`src/rtl/multdiv_pkg.sv`:
```
// Shared types and constants for the iterative multiply/divide unit.
package multdiv_pkg;

  typedef enum logic [1:0] {
    IDLE,
    MULT,
    DIV,
    DONE
  } state_t;

  typedef enum logic [2:0] {
    ZERO,
    PA,
    P2A,
    NA,
    N2A
  } booth_t;

  localparam int MULT_ITERS = 16;
  localparam int DIV_ITERS  = 32;

  localparam logic [31:0] INT_MIN = 32'h8000_0000;

  function automatic logic [31:0] mag(input logic [31:0] v);
    return v[31] ? -v : v;
  endfunction

endpackage

```
`src/rtl/booth_recode.sv`:
```
// Radix-4 modified Booth recoder: three multiplier bits select a
// sign-extended 34-bit addend from {0, +A, +2A, -A, -2A}.
module booth_recode
  import multdiv_pkg::*;
(
  input  logic [2:0]  bits,
  input  logic [31:0] a,
  output logic [33:0] addend
);

  booth_t      sel;
  logic [33:0] ax;

  assign ax = {{2{a[31]}}, a};

  always_comb begin
    sel = ZERO;
    unique case (bits)
      3'b001, 3'b010: sel = PA;
      3'b011:         sel = P2A;
      3'b100:         sel = N2A;
      3'b101, 3'b110: sel = NA;
      default:        sel = ZERO;
    endcase
  end

  always_comb begin
    addend = '0;
    unique case (sel)
      PA:      addend = ax;
      P2A:     addend = ax << 1;
      NA:      addend = -ax;
      N2A:     addend = -(ax << 1);
      default: addend = '0;
    endcase
  end

endmodule

```
`src/rtl/iter_multdiv.sv`:
```
// Iterative signed 32-bit multiplier (radix-4 Booth) and divider
// (restoring, on magnitudes) with a one-cycle completion pulse.
module iter_multdiv #(
  parameter int MULT_ITERS = 16,
  parameter int DIV_ITERS  = 32
) (
  input  logic        clock,
  input  logic        reset,
  input  logic [31:0] data_operandA,
  input  logic [31:0] data_operandB,
  input  logic        ctrl_MULT,
  input  logic        ctrl_DIV,
  output logic [31:0] data_result,
  output logic        data_exception,
  output logic        data_resultRDY
);

  import multdiv_pkg::*;

  state_t      state;
  logic [5:0]  cnt;
  logic [64:0] prod;
  logic [63:0] rq;
  logic [31:0] mcand;
  logic [31:0] dvsr;
  logic        q_neg;
  logic        div_ovf;
  logic        op_div;

  logic [33:0] addend;
  logic [33:0] psum;
  logic [64:0] pshift;
  logic [63:0] rsh;
  logic [63:0] rnext;
  logic [31:0] q;
  logic [31:0] div_res;
  logic        m_exc;
  logic        start;
  logic        m_last;
  logic        d_last;

  booth_recode u_booth (
    .bits   (prod[2:0]),
    .a      (mcand),
    .addend (addend)
  );

  assign psum   = {{2{prod[64]}}, prod[64:33]} + addend;
  assign pshift = {psum, prod[32:2]};

  // Restoring step: shift, then subtract the divisor if it fits.
  assign rsh   = rq << 1;
  assign rnext = (rsh[63:32] >= dvsr)
               ? {rsh[63:32] - dvsr, rsh[31:1], 1'b1}
               : rsh;

  assign q       = rq[31:0];
  assign div_res = (dvsr == '0) ? '0 : (q_neg ? -q : q);
  assign m_exc   = ~((&prod[64:32]) | ~(|prod[64:32]));

  assign start  = ctrl_MULT | ctrl_DIV;
  assign m_last = cnt == 6'(MULT_ITERS - 1);
  assign d_last = cnt == 6'(DIV_ITERS - 1);

  always_ff @(posedge clock) begin
    if (reset) begin
      state          <= IDLE;
      cnt            <= '0;
      prod           <= '0;
      rq             <= '0;
      mcand          <= '0;
      dvsr           <= '0;
      q_neg          <= 1'b0;
      div_ovf        <= 1'b0;
      op_div         <= 1'b0;
      data_result    <= '0;
      data_exception <= 1'b0;
      data_resultRDY <= 1'b0;
    end else begin
      data_resultRDY <= 1'b0;
      if (state == DONE) begin
        data_result    <= op_div ? div_res : prod[32:1];
        data_exception <= op_div ? ((dvsr == '0) | div_ovf) : m_exc;
        data_resultRDY <= 1'b1;
      end
      if (start) begin
        state   <= ctrl_MULT ? MULT : DIV;
        op_div  <= ~ctrl_MULT;
        cnt     <= '0;
        prod    <= {32'b0, data_operandB, 1'b0};
        mcand   <= data_operandA;
        rq      <= {32'b0, mag(data_operandA)};
        dvsr    <= mag(data_operandB);
        q_neg   <= data_operandA[31] ^ data_operandB[31];
        div_ovf <= (data_operandA == INT_MIN) &&
                   (data_operandB == 32'hFFFF_FFFF);
      end else begin
        case (state)
          MULT: begin
            prod <= pshift;
            cnt  <= cnt + 6'd1;
            if (m_last) state <= DONE;
          end
          DIV: begin
            rq  <= rnext;
            cnt <= cnt + 6'd1;
            if (d_last) state <= DONE;
          end
          DONE:    state <= IDLE;
          default: state <= IDLE;
        endcase
      end
    end
  end

endmodule
```
`config.mk`:
```
export PLATFORM = sky130hd
export DESIGN_NAME = iter_multdiv
export DESIGN_NICKNAME = d
export VERILOG_FILES = /design/src/rtl/multdiv_pkg.sv /design/src/rtl/booth_recode.sv /design/src/rtl/iter_multdiv.sv
export SDC_FILE = /design/constraint.sdc
export NUM_CORES = 1
export LEC_CHECK = 0
export CORE_MARGIN = 2
export CORE_UTILIZATION = 35
export DETAILED_ROUTE_END_ITERATION = 6
export DONT_BUFFER_PORTS = 1
export GPL_ROUTABILITY_DRIVEN = 0
export PLACE_DENSITY = 0.53
export RECOVER_POWER = 25
export REMOVE_ABC_BUFFERS = 1
export SLEW_MARGIN = 20
export SYNTH_ARGS = -nofsm -noshare
export SYNTH_HDL_FRONTEND = slang
export SYNTH_SLANG_ARGS = --single-unit
```
`constraint.sdc`:
```
create_clock -name clock -period 7.28 [get_ports clock]
set_input_delay 1.092 -clock clock [delete_from_list [all_inputs] [get_ports clock]]
set_output_delay 1.092 -clock clock [all_outputs]
set_load 0.02 [all_outputs]
```
==> flow_metrics.py <==
metrics = {
    "pwr": {
        "p_int_mw": 2.55,
        "vdd_drop_max_uv": 198,
        "power_switching_share_pct": 30.1,
        "p_sw_mw": 1.10,
        "pwr-share-clk_pct": 41.4,
        "cellLeakagePower_nw": 6.94,
        "powerDensity_mw_per_mm2": 202,
        "power.share.combinational_pct": 18.3,
        "power_frac_seq_pct": 40.2,
        "design_power_total_mw": 3.65,
    },
    "sta": {
        "drv_slew": 280,
        "setup-tns-final_ns": 0,
        "final.setup.worst_slack_ns": 1.46,
        "worst_pin_slew_ns": 4.08,
        "finalCritPeriodShare_pct": 80.0,
        "setup_viol": 0,
        "slew_headroom_pct": -172,
        "max_freq_mhz": 172,
        "final_hold_viol_count": 0,
        "period_needed_ns": 5.82,
        "fin_skew_ns": 0.0216,
        "rsz0062_at_grt": "false",
    },
    "cts": {
        "clk_latency_ns": 0.58,
        "cts_tree": "yes",
        "clockBufferDepth": 3,
        "path_clk_slew_ns": 0.06,
        "clock_sinks": 237,
        "cts_hold_buf": 0,
        "cts_resized": 0,
        "root_buffer": "clkbuf_16",
        "cts_made_buffers": 29,
        "h-tree-depth": 1,
        "post_cts_buffers": 0,
    },
    "critical_path": {
        "path_max_fanout": 7,
        "crit_type": "flip-flop to flip-flop",
        "cp-start-kind": "flip-flop",
        "cp_slowest_cell": "or3b_2",
        "required_ns": 7.60,
        "path_cells": "inv_1 -> ha_1 -> or3b_2 -> or3_1 -> nor4b_4 -> nand2_1 -> or3_1 -> nand2_1 -> xnor2_1 -> a22oi_1 -> o21ai_0 -> ha_1 -> and3_1 -> a221oi_1 -> o21ai_0 -> a2bb2oi_1 -> o31ai_1 -> or4_1 -> a31oi_1 -> xnor2_1 -> and3_1 -> nor3_1",
        "cpLargestDelayFamily": "simple AND/OR/NAND/NOR gates",
        "critPathBufInv": 1,
        "cp-end-kind": "flip-flop",
        "critical_path.max_stage_delay_ns": 0.50,
        "critPathArrivalTime_ns": 6.14,
    },
    "yosys": {
        "yosysTopAreaCell": "dfxtp_1",
        "syn_inst": 2178,
        "ys_ff_latch": 237,
        "yosysSeqAreaShare_pct": 28.4,
        "yosysUniqueCellTypes": 76,
        "synth_top_flop_cell": "dfxtp_1",
        "synth_warnings": 0,
        "syn_area_mm2": 0.0167,
        "synthArstFlopShare_pct": 0,
        "avgSynthCellArea_um2": 7.67,
        "synth.top_cell.area_share_pct": 28.4,
        "yosys-top-cells-area": "dfxtp_1 28%, nor2_1 6.0%, mux2i_1 5.8%",
        "synth_edf_count": 0,
    },
    "placed_design": {
        "portBuffers": 0,
        "dp_cells": 2663,
        "place_ws_ns": 1.64,
        "dpl.hpwl_mm": 38.8,
    },
    "global_routing": {
        "grt_overflow": 0,
        "grt.total_usage_pct": 21.1,
        "antenna_found_initial": 1,
        "grt_max_degree": 170,
        "grt_pass1_vias": 14900,
        "grt_first_pass_wirelength_mm": 84.5,
    },
    "routing": {
        "wl_per_cell_um": 19.7,
        "drcViolationCount": 0,
        "routed_wl_mm": 53.4,
        "drtIter0Drc": 1201,
        "first_pass_iters": 6,
        "final_antenna_net_count": 0,
        "vias": 15500,
        "avgViaCountPerCell": 5.70,
    },
    "layout": {
        "fin_util_pct": 38.0,
        "finalNetCount": 2223,
        "stdcell_count": 2715,
        "drive_gt1_share_pct": 4.62,
        "syn_to_final_growth_pct": 7.86,
    },
    "die": {
        "io_pins": 102,
        "die_height_um": 223,
        "num_rows": 80,
        "start_util_pct": 35.2,
        "dieArea_mm2": 0.0495,
        "die_w_um": 223,
        "coreArea_mm2": 0.0474,
    },
    "worst_hold_path": {
        "hold_class": "flip-flop to flip-flop",
    },
    "outcome": {
        "status": "finished, violations left",
        "violations": "max-capacitance violations, max-slew violations",
    },
    "run": {
        "max_cap_viol_count": 5,
    },
}
## state kept, by name, indices dropped and copies added (netlist names)
name,cells
data_resultRDY,1
cnt,6
mcand,32
data_exception,1
dvsr,32
data_result,32
q_neg,1
op_div,1
div_ovf,1
state,2
rq,63
prod,65
## kinds of logic (layout without fill, tap and decap cells)
group	Yosys count	after routing	synth area share, %
AO/OA/AOI/OAI	634	634	24.9
XOR/XNOR	177	177	9.28
adder cells (fa/ha/maj)	76	76	5.78
buffers and inverters	240	160	5.61
flip-flops	237	237	28.4
multiplexers	100	100	6.01
other	0	2	0
AND/OR/NAND/NOR	714	714	20.1
## synthesized netlist by cell type (37+ instances only)
| cell type | count |
|---|---|
| nor2_1 | 267 |
| dfxtp_1 | 237 |
| nand2_1 | 195 |
| o21ai_0 | 151 |
| a21oi_1 | 134 |
| clkbuf_1 | 127 |
| a211oi_1 | 118 |
| xnor2_1 | 101 |
| mux2i_1 | 97 |
| inv_1 | 91 |
| xor2_1 | 76 |
| ha_1 | 74 |
| a22oi_1 | 43 |
| a21o_1 | 37 |
## per-stage QoR
stage / hold WS (ns) / instance area, um^2
2_1_floorplan: 0.425 / 16100
3_3_place_gp: 0.437 / 17100
3_5_place_dp: 0.446 / 17100
4_1_cts: 0.460 / 18100
5_1_grt: 0.478 / 18000
6_report: 0.457 / 18000
## placed cells by master (no fill, tap or decap), types with 31 or more instances in the layout
cell type,count
a21o_1,37
xor2_1,76
nand4_1,33
dfxtp_1,236
inv_1,91
a21oi_1,134
a22oi_1,43
o21ai_0,151
nor2_1,266
o31ai_1,31
nand2_1,195
ha_1,73
nand3_1,31
o221ai_1,32
mux2i_1,97
xnor2_1,101
a211oi_1,118
## area by class of cell
class                      count  area [um^2]
fill                        4884        29400
sequential                   237         4750
inverter                      91          342
tap                          615          769
clock buffer                  37          806
antenna                        2         5.00
multi-input combinational   1701        11100
timing repair buffer          19          128
clock inverter                13          173
## power by group through the flow
stage                     combinational (mW)  sequential, mW  clock, mW
after global placement                 0.657            1.49          0
final                                  0.669            1.47       1.51
after floorplan                        0.516            1.47          0
after CTS                              0.668            1.47       1.55
after global routing                   0.749            1.48       1.59
after detailed placement               0.664            1.50          0
## tightest hold or removal path, delay by kind of cell, from the launching register on
kind | cells | cell delay, ns
flip-flops | 1 | 0.31
AND/OR/NAND/NOR | 1 | 0.05
AO/OA/AOI/OAI | 1 | 0.05
## per-layer routing
metal / up-vias / part of all wire, % / track usage [%]
met5: - / 0 / 0
met4: 0 / 2.4 / 6.26
met3: 69 / 6.6 / 3.95
met2: 397 / 46 / 34.9
met1: 7333 / 45 / 27.8
li1: 7682 / - / -
## worst paths after layout
kind	from	to	slack [ns]	cells past startpoint
worst max register to register	mcand[0]	prod[64]	1.46	22
worst min-delay path	div_ovf	div_ovf	0.46	2
worst max-delay path	mcand[0]	prod[64]	1.46	22
worst min register to register	div_ovf	div_ovf	0.46	2
(Power assumes the default switching activity.)
